### src/rtl/updown_counter.sv
// Parametrised up/down counter with modulus, prescaler, load/clear,
// wrap or saturate limits, terminal-count pulse and sticky overflow flag.
module updown_counter #(
  parameter int unsigned WIDTH    = 8,
  parameter int unsigned MOD      = 2 ** WIDTH,
  parameter int unsigned PRESCALE = 1
) (
  input  logic             clk,
  input  logic             rst,
  input  logic             en,
  input  logic             up,
  input  logic             sat,
  input  logic             clr,
  input  logic             load,
  input  logic [WIDTH-1:0] load_val,
  input  logic             ovf_clr,
  output logic [WIDTH-1:0] q,
  output logic             tc,
  output logic             ovf
);

  localparam int unsigned PW = (PRESCALE > 1) ? $clog2(PRESCALE) : 1;
  localparam logic [WIDTH-1:0] QMAX = WIDTH'(MOD - 1);
  localparam logic [PW-1:0]    PMAX = PW'(PRESCALE - 1);

  if (WIDTH < 1 || MOD < 2 || MOD > 2 ** WIDTH || PRESCALE < 1) begin : g_bad_param
    $error("updown_counter: illegal WIDTH/MOD/PRESCALE combination");
  end

  logic [PW-1:0]    pcnt;
  logic             step;
  logic             at_limit;
  logic             limit;
  logic [WIDTH-1:0] q_step;

  // Step decode and next count; the limit checks keep q inside 0..MOD-1.
  always_comb begin
    step     = en && (pcnt == PMAX);
    at_limit = up ? (q == QMAX) : (q == '0);
    limit    = step && !clr && !load && at_limit;
    q_step   = q;
    if (up) begin
      q_step = at_limit ? (sat ? q : '0) : q + WIDTH'(1);
    end else begin
      q_step = at_limit ? (sat ? q : QMAX) : q - WIDTH'(1);
    end
  end

  always_ff @(posedge clk or posedge rst) begin
    if (rst) begin
      q    <= '0;
      pcnt <= '0;
      tc   <= 1'b0;
      ovf  <= 1'b0;
    end else begin
      if (clr) begin
        q    <= '0;
        pcnt <= '0;
      end else if (load) begin
        q    <= (load_val > QMAX) ? QMAX : load_val;
        pcnt <= '0;
      end else if (en) begin
        pcnt <= step ? '0 : pcnt + PW'(1);
        if (step) q <= q_step;
      end
      tc <= limit;
      // A limit event on the same edge as ovf_clr keeps the flag set.
      if (limit) ovf <= 1'b1;
      else if (ovf_clr) ovf <= 1'b0;
    end
  end

endmodule

### config.mk
export PLATFORM = sky130hd
export DESIGN_NAME = updown_counter
export DESIGN_NICKNAME = d
export VERILOG_FILES = /design/src/rtl/updown_counter.sv
export SDC_FILE = /design/constraint.sdc
export NUM_CORES = 1
export LEC_CHECK = 0
export CORE_MARGIN = 2
export CORE_UTILIZATION = 40
export CTS_BUF_LIST = sky130_fd_sc_hd__clkbuf_2 sky130_fd_sc_hd__clkbuf_4 sky130_fd_sc_hd__clkbuf_8
export DETAILED_ROUTE_END_ITERATION = 6
export GPL_ROUTABILITY_DRIVEN = 0
export PLACE_DENSITY = 0.66
export SETUP_SLACK_MARGIN = 0.2
export SLEW_MARGIN = 10
export SYNTH_ARGS = -nofsm -noshare
export SYNTH_HDL_FRONTEND = slang
export SYNTH_SLANG_ARGS = --single-unit
### constraint.sdc
create_clock -name clk -period 2.6 [get_ports clk]
set_clock_uncertainty 0.15 [all_clocks]
set_input_delay 0.39 -clock clk [delete_from_list [all_inputs] [get_ports clk]]
set_output_delay 0.39 -clock clk [all_outputs]
set_load 0.02 [all_outputs]
==> results of run 1 <==
## layer usage
layer  global-route usage  up-vias  share of wire
li1                     -      470              -
met3               0.0537        4          0.064
met4               0.0427        0         0.0082
met5                    0        -              0
met2                0.317       37           0.47
met1                0.282      437           0.45
## repair_timing
| item | CTS | global route |
|---|---|---|
| resized for setup | 0 | 4 |
| buffers inserted | 0 | 0 |
| endpoints found under the setup margin | 0 | 7 |
| hold buffers | 0 | 0 |
## worst max-delay path: stages
cell and delay (ps):
sky130_fd_sc_hd__clkdlybuf4s50_1 530, sky130_fd_sc_hd__nor4b_1 380, sky130_fd_sc_hd__nand2_1 250, sky130_fd_sc_hd__a221o_1 380, sky130_fd_sc_hd__a211oi_1 230, sky130_fd_sc_hd__a221o_1 140
## final timing paths
check,endpoint,start
setup / recovery,q[4],up
hold / removal,ovf,rst
setup reg to reg,q[4],q[1]
hold reg to reg,ovf,ovf
max in group asynchronous,q[1],rst
min in group clk,ovf,ovf
## final cells by class
| cell class | instances | share of cell area |
|---|---|---|
| multi-input combinational | 84 | 0.495 |
| sequential | 11 | 0.218 |
| timing repair buffer | 28 | 0.215 |
| tap | 28 | 0.0276 |
| clock buffer | 4 | 0.0237 |
| inverter | 7 | 0.0207 |
## registers in the layout, summed over array words and instances, names as in the netlist
name and count:
tc 1, pcnt 1, ovf 1, q 8
## placed cells by master (no fill, tap or decap), drive strengths merged, types with 3 or more instances in the layout
| cell type | count |
|---|---|
| clkdlybuf4s50 | 25 |
| dfrtp | 11 |
| nand2 | 9 |
| inv | 7 |
| nor2 | 5 |
| a211oi | 4 |
| nand3 | 4 |
| clkbuf | 4 |
| a31oi | 3 |
| o211ai | 3 |
| nand2b | 3 |
| a32o | 3 |
| ha | 3 |
| buf | 3 |
## logic make-up (layout without fill, tap and decap cells)
| group | Yosys count | in the layout | synth area share |
|---|---|---|---|
| AOI/OAI and AO/OA | 37 | 37 | 0.313 |
| xor gates and xnor gates | 2 | 2 | 0.0180 |
| adders and majority gates | 3 | 3 | 0.0385 |
| buffers and inverters | 13 | 39 | 0.0860 |
| DFF | 11 | 11 | 0.282 |
| muxes | 2 | 2 | 0.0205 |
| and+or+nand+nor | 40 | 40 | 0.241 |
## through the flow
| stage | instance area [um2] | utilization | setup slack (ps) | hold WS, ps | power [mW] |
|---|---|---|---|---|---|
| after floorplan | 975 | - | 468 | 92.4 | 0.339 |
| after global placement | 1220 | 0.543 | 135 | 311 | 0.410 |
| after detailed placement | 1220 | 0.543 | 112 | 322 | 0.411 |
| after CTS | 1250 | 0.557 | 249 | 266 | 0.538 |
| after global routing | 1270 | 0.563 | 199 | 334 | 0.570 |
| final | 1270 | 0.563 | 364 | 258 | 0.538 |
## power groups by stage
| stage | Clock [mW] | Sequential, mW | Combinational (mW) |
|---|---|---|---|
| 6_report | 0.126 | 0.214 | 0.197 |
| 4_1_cts | 0.130 | 0.214 | 0.194 |
| 5_1_grt | 0.137 | 0.219 | 0.214 |
| 3_5_place_dp | 0 | 0.218 | 0.193 |
| 2_1_floorplan | 0 | 0.218 | 0.121 |
| 3_3_place_gp | 0 | 0.218 | 0.193 |
==> impl_metrics.yaml, run 1 <==
hold_path:
  timing.hold.worst.class: "input port to async pin"
setup_path:
  worst-r2r-cell-count: 7
  setup.worst_path.class: "input port to flip-flop"
  timing.reg2reg.setup_slack_ps: 370
  arrival_ps: 2290
  worst-endpoint-required_ps: 2660
  cp_max_fo: 8
  setup.worst_path.start_class: "input port"
  critPathCaptureType: "flip-flop"
sta:
  post-route-period-util: 0.860
  setup-tns-final_ps: 0
  maxSlewHeadroom: 0.712
  final-hold-violation-count: 0
  report.final.slew_viol_count: 0
  grt_setup_unrepaired: "false"
  worst_max_slew_pin_slew_ps: 432
  setup_violations: 0
  layout_min_cycle_time_ps: 2240
  maxClockFrequency_mhz: 447
layout:
  area.sequential_um2: 277
  area_growth_syn_to_layout_pct: 30.2
  n_fill_cell: 216
  num_antenna_cells: 0
  multi_input_area_um2: 628
  stdcell_count: 162
  drive_above_1_share: 0.142
  finalNetCount: 154
logic_synthesis:
  post_synth_most_frequent_cells: "11 x sky130_fd_sc_hd__dfrtp_1, 9 x sky130_fd_sc_hd__nand2_1, 7 x sky130_fd_sc_hd__inv_1"
  postSynthRegisterBits: 11
  synth_enable_flop_cells: 0
  netlist_instances: 108
  netlist.top_cell.by_area: "sky130_fd_sc_hd__dfrtp_1"
  synth_fp_nets: 127
  synth_top_area_share: 0.282
  synth_flop_cell: "sky130_fd_sc_hd__dfrtp_1"
  yosys-top-cells-area: "sky130_fd_sc_hd__dfrtp_1 28%, sky130_fd_sc_hd__buf_6 4.6%, sky130_fd_sc_hd__ha_1 3.9%"
  yosysUniqueCellTypes: 50
  yosys.cell_count.top_type: "sky130_fd_sc_hd__dfrtp_1"
  synthesis.area_um2: 975
  yosys_warnings: 0
  async_flop_share: 1.00
  postSynthAreaPerCell_um2: 9.02
  seq_area_frac_synth: 0.282
floorplan:
  initial_utilization: 0.432
  rows: 17
  floorplan.die.width_um: 53.4
  die_h_um: 53.4
  floorplan.io_pins: 26
  core-area_um2: 2250
  design.die.area_um2: 2850
placement:
  buffer_ports.inserted: 25
  placedCellCount: 158
  detailedPlacementHpwl_um: 1980
status:
  run_status: "completed"
global_route:
  grt_overflow_total: 0
  antenna_found_initial: 0
  globalRouteTotalUtil: 0.204
  grt_start_max_net_pins: 14
  first_pass_grt_wire_length_um: 4200
  number_of_global_route_vias_before_repair: 876
clock_network:
  cts.root.buffer_cell: "sky130_fd_sc_hd__clkbuf_4"
  htree_levels: 1
  cts_sinks: 11
  path_clk_slew_ps: 70
  cts-root-to-sink-buffers: 2
  cts-buffers-inserted: 3
  clock_latency_ps: 270
  cts_tree: "yes"
flow_run:
  timing.max_cap.violations: 0
routing:
  post_drt_wl_per_cell_um: 15.9
  drt-initial-drc-count: 41
  detail_route.drc_violations: 0
  wire_length_reported_by_the_detailed_router_um: 2570
  route.detailed.vias_per_inst: 5.85
  vias: 948
  count_of_antenna_violating_nets_left_after_detailed_routing: 0
  drt_pass1_iterations: 4
power_and_ir_drop:
  total_power_density_per_cell_area_nw_per_um2: 424
  power.share.combinational: 0.367
  leakage_nw: 0.525
  internal_power_uw: 354
  power.net_switching_uw: 184
  share_clk_of_total_power: 0.234
  worst_ir_drop_vdd_mv: 0.329
  power_switching_share: 0.342
  power.sequential.fraction: 0.399
Power figures use the tool's default switching activity.
==> run 2: changes to the inputs <==
- SKIP_CTS_REPAIR_TIMING: not set -> 1
==> results of run 2 <==
Same layout as run 1: the final DEF is identical, and so are final timing and power.
==> run 3: changes to the inputs <==
- CAP_MARGIN: not set -> 10
- clock period: 2.6 -> 2.7 ns (I/O delays scaled with it)
==> run 3 against run 2 <==
Effect of this change:
- register-to-register slack about the same
- design area about the same
- worst setup slack better by 10 ps
==> impl_metrics.yaml, run 3 (synthesis gave the netlist of run 1 again) <==
status:
  run_status: "completed"
setup_path:
  worst-endpoint-required_ps: 2760
  crit_path_max_incr_delay_ps: 540
  setup.worst_path.start_class: "flip-flop"
  arrival_ps: 2390
  worst-r2r-cell-count: 8
  critical_path_s_top_delay_family: "compound AO/OA/AOI/OAI gates"
  cp_max_fo: 10
  critPathBufInv: 2
  crit_start: "q[0]"
  timing.reg2reg.setup_slack_ps: 370
  setup.worst_path.class: "flip-flop to flip-flop"
  crit-reg2reg-capture: "q[7]"
  critPathCaptureType: "flip-flop"
  critical-path-top-cell-by-count: "sky130_fd_sc_hd__nand2_1"
  worstPathCellList: "inv_1, ha_1, nor4b_1, nand2_1, nand2_1, a311oi_1, buf_4, a32o_1"
  cp_slowest_cell: "sky130_fd_sc_hd__dfrtp_1"
  reg2reg_from: "q[0]"
routing:
  drt_pass1_iterations: 4
  count_of_antenna_violating_nets_left_after_detailed_routing: 0
  wire_length_reported_by_the_detailed_router_um: 2710
  vias: 1009
  post_drt_wl_per_cell_um: 16.5
  route.detailed.vias_per_inst: 6.15
  detail_route.drc_violations: 0
  drt-initial-drc-count: 31
sta:
  maxClockFrequency_mhz: 430
  final-hold-violation-count: 0
  layout_min_cycle_time_ps: 2330
  report.final.slew_viol_count: 0
  worst_max_slew_pin_slew_ps: 437
  maxSlewHeadroom: 0.707
  setup_violations: 0
  setup-tns-final_ps: 0
  grt_setup_unrepaired: "true"
  post-route-period-util: 0.861
floorplan:
  rows: 17
  core-area_um2: 2250
  die_h_um: 53.4
  floorplan.io_pins: 26
  design.die.area_um2: 2850
  floorplan.die.width_um: 53.4
  initial_utilization: 0.432
hold_path:
  timing.hold.worst.class: "input port to async pin"
global_route:
  globalRouteTotalUtil: 0.205
  grt_start_max_net_pins: 14
  first_pass_grt_wire_length_um: 4180
  grt_overflow_total: 0
  number_of_global_route_vias_before_repair: 882
  antenna_found_initial: 0
clock_network:
  cts_tree: "yes"
  path_clk_slew_ps: 70
  clock_latency_ps: 270
  cts-buffers-inserted: 3
  htree_levels: 1
  cts_sinks: 11
  cts.root.buffer_cell: "sky130_fd_sc_hd__clkbuf_4"
  cts-root-to-sink-buffers: 2
placement:
  detailedPlacementHpwl_um: 2010
  placedCellCount: 160
  buffer_ports.inserted: 25
layout:
  area_growth_syn_to_layout_pct: 30.3
  finalNetCount: 156
  mostFrequentLayoutCell: "sky130_fd_sc_hd__clkdlybuf4s50_1"
  max_reg_flops: 8
  most_flops_register: "q"
  layout.cells.most_common_list: "25 x sky130_fd_sc_hd__clkdlybuf4s50_1, 11 x sky130_fd_sc_hd__dfrtp_1, 9 x sky130_fd_sc_hd__nand2_1"
  num_antenna_cells: 0
  stdcell_count: 164
  drive_above_1_share: 0.132
power_and_ir_drop:
  worst_ir_drop_vdd_mv: 0.363
  leakage_nw: 0.534
  total_power_density_per_cell_area_nw_per_um2: 408
flow_run:
  timing.max_cap.violations: 0
## run 3: how the worst max path moves through the flow
stage            to  slack (ps)  cells after the start
3_5_place_dp   q[2]         240                      6
5_1_grt        q[4]         200                      7
6_report       q[7]         370                      8
4_1_cts        q[4]         430                      7
3_3_place_gp   q[7]         310                      7
2_1_floorplan  q[7]         570                      7
## run 3: final cells by class
cell class	instances	area, um2
tap	28	35.0
clock buffer	4	30.0
timing repair buffer	30	288
fill	215	985
sequential	11	275
inverter	7	26.3
multi-input combinational	84	616
## run 3: per-layer routing
layer / up-vias / routed length, um / track usage
met2: 45 / 1290 / 0.323
met4: 0 / 21 / 0.0513
met5: - / 0 / 0
met3: 6 / 185 / 0.0452
met1: 486 / 1210 / 0.281
li1: 472 / - / -
## run 3: metrics by stage
stage | instance area, um2 | power [mW] | hold slack [ps] | util | setup slack (ps)
4_1_cts | 1270 | 0.525 | 281 | 0.563 | 432
3_3_place_gp | 1240 | 0.394 | 309 | 0.550 | 306
3_5_place_dp | 1240 | 0.395 | 317 | 0.550 | 242
2_1_floorplan | 975 | 0.326 | 107 | - | 568
6_report | 1270 | 0.518 | 278 | 0.563 | 375
5_1_grt | 1270 | 0.553 | 319 | 0.563 | 200
## run 3: power by group
part           leakage (nW)  internal [mW]  switching [mW]
clock network        0.0184         0.0673          0.0567
logic                 0.369         0.0968          0.0885
registers             0.147          0.176          0.0321
total                 0.534          0.340           0.177
